**src/rtl/alu_op_sequencer.sv**
```systemverilog
// alu_op_sequencer: moves one operation word from FIFO_IN through the ALU
// and pushes a tagged result word into FIFO_OUT.
// Bit FIFO_OUT_WIDTH-1 of each pushed word flags an illegal op or a timeout.
module alu_op_sequencer #(
  parameter int DATA_WIDTH     = 12,
  parameter int OPERATION_SIZE = 2,
  parameter int FIFO_OUT_WIDTH = 25,
  parameter int TIMEOUT_CYCLES = 16,
  parameter int COUNT_WIDTH    = 16
) (
  input  logic                                  clk,
  input  logic                                  rst_n,
  input  logic                                  seq_en,
  input  logic                                  err_clr,
  input  logic                                  empty_in,
  input  logic [OPERATION_SIZE+2*DATA_WIDTH-1:0] fifo_in_rdata,
  output logic                                  r_en_in,
  output logic                                  alu_start,
  output logic [OPERATION_SIZE-1:0]             alu_op,
  output logic [DATA_WIDTH-1:0]                 alu_a,
  output logic [DATA_WIDTH-1:0]                 alu_b,
  input  logic                                  alu_done,
  input  logic [FIFO_OUT_WIDTH-2:0]             alu_result,
  input  logic                                  full_out,
  output logic                                  w_en_out,
  output logic [FIFO_OUT_WIDTH-1:0]             fifo_out_wdata,
  output logic                                  busy,
  output logic [COUNT_WIDTH-1:0]                op_count,
  output logic                                  timeout_err
);

  localparam int WAIT_W = (TIMEOUT_CYCLES > 1) ? $clog2(TIMEOUT_CYCLES) : 1;
  localparam logic [WAIT_W-1:0] WAIT_LAST = WAIT_W'(TIMEOUT_CYCLES - 1);
  localparam logic [FIFO_OUT_WIDTH-1:0] ILLEGAL_WORD = {1'b1, {(FIFO_OUT_WIDTH-1){1'b0}}};
  localparam logic [FIFO_OUT_WIDTH-1:0] TIMEOUT_WORD = {FIFO_OUT_WIDTH{1'b1}};
  localparam logic [OPERATION_SIZE-1:0] OP_A = OPERATION_SIZE'(1);
  localparam logic [OPERATION_SIZE-1:0] OP_B = OPERATION_SIZE'(2);

  typedef enum logic [2:0] {IDLE, POP, CAPT, EXEC, WAIT, PUSH} state_t;

  state_t                      state_q, state_d;
  logic [OPERATION_SIZE-1:0]   alu_op_q, alu_op_d;
  logic [DATA_WIDTH-1:0]       alu_a_q, alu_a_d;
  logic [DATA_WIDTH-1:0]       alu_b_q, alu_b_d;
  logic [FIFO_OUT_WIDTH-1:0]   wdata_q, wdata_d;
  logic [COUNT_WIDTH-1:0]      op_count_q, op_count_d;
  logic                        timeout_err_q, timeout_err_d;
  logic [WAIT_W-1:0]           wait_cnt_q, wait_cnt_d;

  logic [OPERATION_SIZE-1:0]   in_op;
  logic [DATA_WIDTH-1:0]       in_data0;
  logic [DATA_WIDTH-1:0]       in_data1;

  assign in_op    = fifo_in_rdata[2*DATA_WIDTH +: OPERATION_SIZE];
  assign in_data1 = fifo_in_rdata[DATA_WIDTH +: DATA_WIDTH];
  assign in_data0 = fifo_in_rdata[0 +: DATA_WIDTH];

  // State and datapath registers; reset aborts any operation in flight.
  always_ff @(posedge clk or negedge rst_n) begin
    if (!rst_n) begin
      state_q       <= IDLE;
      alu_op_q      <= '0;
      alu_a_q       <= '0;
      alu_b_q       <= '0;
      wdata_q       <= '0;
      op_count_q    <= '0;
      timeout_err_q <= 1'b0;
      wait_cnt_q    <= '0;
    end else begin
      state_q       <= state_d;
      alu_op_q      <= alu_op_d;
      alu_a_q       <= alu_a_d;
      alu_b_q       <= alu_b_d;
      wdata_q       <= wdata_d;
      op_count_q    <= op_count_d;
      timeout_err_q <= timeout_err_d;
      wait_cnt_q    <= wait_cnt_d;
    end
  end

  // Next-state and strobe decode; a timeout set overrides a same-cycle err_clr.
  always_comb begin
    state_d       = state_q;
    alu_op_d      = alu_op_q;
    alu_a_d       = alu_a_q;
    alu_b_d       = alu_b_q;
    wdata_d       = wdata_q;
    op_count_d    = op_count_q;
    timeout_err_d = err_clr ? 1'b0 : timeout_err_q;
    wait_cnt_d    = wait_cnt_q;
    r_en_in       = 1'b0;
    alu_start     = 1'b0;
    w_en_out      = 1'b0;
    busy          = (state_q != IDLE);

    case (state_q)
      IDLE: begin
        if (seq_en && !empty_in) state_d = POP;
      end
      POP: begin
        r_en_in = 1'b1;
        state_d = CAPT;
      end
      CAPT: begin
        alu_op_d = in_op;
        alu_a_d  = in_data0;
        alu_b_d  = in_data1;
        if (in_op == OP_A || in_op == OP_B) begin
          state_d = EXEC;
        end else begin
          wdata_d = ILLEGAL_WORD;
          state_d = PUSH;
        end
      end
      EXEC: begin
        alu_start  = 1'b1;
        wait_cnt_d = '0;
        state_d    = WAIT;
      end
      WAIT: begin
        wait_cnt_d = wait_cnt_q + 1'b1;
        if (alu_done) begin
          wdata_d = {1'b0, alu_result};
          state_d = PUSH;
        end else if (wait_cnt_q == WAIT_LAST) begin
          wdata_d       = TIMEOUT_WORD;
          timeout_err_d = 1'b1;
          state_d       = PUSH;
        end
      end
      PUSH: begin
        if (!full_out) begin
          w_en_out   = 1'b1;
          op_count_d = op_count_q + 1'b1;
          state_d    = IDLE;
        end
      end
      default: state_d = IDLE;
    endcase
  end

  assign alu_op         = alu_op_q;
  assign alu_a          = alu_a_q;
  assign alu_b          = alu_b_q;
  assign fifo_out_wdata = wdata_q;
  assign op_count       = op_count_q;
  assign timeout_err    = timeout_err_q;

endmodule
```
**config.mk**
```make
export PLATFORM = sky130hd
export DESIGN_NAME = alu_op_sequencer
export DESIGN_NICKNAME = d
export VERILOG_FILES = /design/src/rtl/alu_op_sequencer.sv
export SDC_FILE = /design/constraint.sdc
export NUM_CORES = 1
export LEC_CHECK = 0
export ABC_AREA = 1
export BUFFER_PORTS_ARGS = -buffer_cell sky130_fd_sc_hd__buf_4
export CORE_ASPECT_RATIO = 1.5
export CORE_MARGIN = 4
export CORE_UTILIZATION = 30
export CTS_BUF_LIST = sky130_fd_sc_hd__clkbuf_4 sky130_fd_sc_hd__clkbuf_8 sky130_fd_sc_hd__clkbuf_16
export DETAILED_ROUTE_END_ITERATION = 10
export GPL_ROUTABILITY_DRIVEN = 0
export GPL_TIMING_DRIVEN = 0
export PLACE_DENSITY = 0.57
export SLEW_MARGIN = 20
export SYNTH_ARGS = -nofsm -noshare
export SYNTH_HDL_FRONTEND = slang
export SYNTH_SLANG_ARGS = --single-unit
```
**constraint.sdc**
```tcl
create_clock -name clk -period 3.2 [get_ports clk]
set_clock_uncertainty 0.2 [all_clocks]
set_input_delay 0.64 -clock clk [delete_from_list [all_inputs] [get_ports clk]]
set_output_delay 0.64 -clock clk [all_outputs]
set_load 0.01 [all_outputs]
```
==> metrics.md <==
| Metric | Value |
|---|---|
| Core box area | `around 0.012 mm^2` |
| Max Slew Vio Count | `0` |
| Initial Utilization | `30.9%` |
| FF+latch area | `~0.0019 mm^2` |
| Maxcap violations | `0` |
| First-pass detailed-route iteration total | `5` |
| Cts repair resizes | `0` |
| Hold Path Class | `in -> async` |
| Slew headroom | `a little over half` |
| Total CTS buffers | `9` |
| Max FO, Critical Path | `10` |
| Critical path type | `reg -> out` |
| Leakage | `about 2.8 nW` |
| Die area | `roughly 0.014 mm^2` |
| FF+latch count, synth | `75` |
| Fin Hold WS | `between 150 and 200 ps` |
| Final TNS setup | `0 ps` |
| TritonCTS Sinks | `75` |
| Avg WL per Cell | `13.7 um` |
| Netlist Area Pre-Place | `around 0.0036 mm^2` |
| Fin. Hold Viols | `0` |
| TritonCTS clock tree | `done` |
| Period minus WS final | `roughly 2200 ps` |
| Post-route worst setup slack | `approximately 950 ps` |
| CTS root buffer | `clkbuf_16` |
| RSZ-0062 raised after global routing | `no` |
| Register area share after synthesis | `52.4%` |
| Post-route ant nets | `0` |
| VDD IR-drop max | `approximately 0.33 mV` |
| Syn avg cell area | `about 8 um^2` |
| Arrival @ worst endpoint | `1410 ps` |
| Post-detail-place hpwl | `between 7000 and 8000 um` |
| Area of the multi-input gates | `approximately 0.0015 mm^2` |
| DP Worst Slack | `about 1200 ps` |
| Clock slew at reported path FFs | `approximately 60 ps` |
| Num rows | `48` |
| Mapped Cells | `between 400 and 500` |
| Outcome | `complete, no violations` |
| Via count | `about 3300` |
| # diodes | `0` |
| Nets | `approximately 640` |
| Worst EP required | `2360 ps` |
| Vias in the first global route | `between 3000 and 4000` |
| Tot GR Track Use | `~15%` |
| Final wirelength | `approximately 10000 um` |
| Initial antenna violation count | `0` |
| Postcts setup bufs | `0` |
| Most frequent cells in the layout | `nand2_1 (177), buf_4 (128), dfrtp_1 (75)` |
| CP Capture Type | `output port` |
| Die H | `roughly 140 um` |
| First-pass GRT wire length | `~17000 um` |
| DRT iter0 DRCs | `125` |
| Via density | `4.50` |
| Largest net degree at the start of global routing | `76` |
| Final period util | `70.3%` |
| Worst-Margin Slew | `about 710 ps` |
| PortBufs | `128` |
| Total power | `4.56 mW` |
| Pwr dens | `around 900 mW/mm^2` |
| Final setup viols | `0` |
| Syn_nets | `about 500` |
| Overflow after GRT | `0` |
| H-Tree Depth | `3` |
| Io pins | `about 130` |
| DIE WIDTH | `just under 100 um` |
| Worst skew pair latency | `about 330 ps` |
| Fraction of layout cells with a size suffix above 1 | `30.8%` |
| Crit start category | `flop` |
| Cts hold-fix bufs | `0` |
| Netlist cell types | `28` |
| Synth warn | `0` |
| DRC viols | `0` |
| Max Clock Freq | `roughly 440 MHz` |
| Fill cell count | `1201` |
| Maximum clock insertion buffer count | `2` |
| Synth-to-layout area growth | `41.9%` |
| Commonest non-fill, non-tap cell in the layout | `nand2_1` |
==> path summary, 6_finish.rpt <==
path / from / endpoint / slack (ps) / depth (start not counted)
min reg2reg: fifo_out_wdata[19] / fifo_out_wdata[19] / 280 / 2
min in group clk: fifo_out_wdata[19] / fifo_out_wdata[19] / 280 / 2
max in group asynchronous: rst_n / state_q[1] / 2180 / 1
max reg2reg: state_q[2] / fifo_out_wdata[21] / 1460 / 8
min: rst_n / alu_a[6] / 150 / 1
max: state_q[1] / w_en_out / 950 / 4
==> worst max-delay path: stages (launching register included) <==
cell and delay [ps]:
dfrtp_1 430, inv_1 140, nand3_2 130, nor2_8 220
buf_4 170
==> cells by family after synthesis <==
logic type,Yosys count,synth area share [%]
AOI/OAI and AO/OA,13,2.13
xor gates and xnor gates,10,2.45
adders and majority gates,2,0.699
buffers and inverters,42,5.59
DFF,75,52.4
and+or+nand+nor,298,36.7
==> registers in the layout, summed over array words and instances (netlist names) <==
register and count:
timeout_err 1, state_q 3, alu_op 2, alu_b 12
fifo_out_wdata 25, op_count 16, alu_a 12, wait_cnt_q 4
==> Yosys cell counts <==
cell type  count  area, um^2
inv_1         18        67.6
buf_4          1        7.51
o31ai_1        1        7.51
nor2_2         1        6.26
nand3b_1       3        22.5
xnor2_1        4        35.0
nand3_2        3        30.0
nand3_4        2        35.0
nand4_1       29         181
a22o_1         1        8.76
nor2_8         1        20.0
o21ai_0        7        35.0
dfrtp_1       75        1880
buf_2         13        65.1
o22ai_1        1        6.26
nand3_1        8        40.0
a21oi_2        1        8.76
xor2_1         6        52.6
inv_2          5        18.8
ha_1           2        25.0
nand2_1      177         664
buf_6          3        33.8
nor2_4         1        11.3
nor2_1        68         255
nand2_4        3        33.8
buf_1          2        7.51
a21oi_1        2        10.0
nand2_2        2        12.5
==> power by group <==
part / leakage (nW) / switching, mW / internal [mW]
registers: 0.979 / 0.245 / 1.33
logic: 1.65 / 0.992 / 0.817
clock network: 0.173 / 0.391 / 0.790
==> area by class of cell <==
class | instances | area share [%]
flip-flops and latches | 75 | 37.0
multi-input cells | 323 | 29.6
repair buffers | 128 | 19.0
clock buffers | 11 | 4.85
well taps | 150 | 3.70
plain buffers | 19 | 2.24
clock inverters | 5 | 1.97
inverters | 23 | 1.70
==> metrics by stage <==
stage | instances | instance area, um^2 | util (%)
2_1_floorplan | 440 | 3580 | -
3_3_place_gp | 718 | 4730 | 40.8
3_5_place_dp | 718 | 4730 | 40.8
4_1_cts | 734 | 5070 | 43.8
5_1_grt | 734 | 5080 | 43.8
6_report | 734 | 5080 | 43.8
==> layer usage <==
metal	wire [um]	share of wire, %	track usage [%]
met2	5110	51	25.8
met5	0	0	0
met4	109	1.1	4.44
met1	4290	43	17.9
met3	575	5.7	3.64
Note: power is estimated with default switching activity, not from simulation.
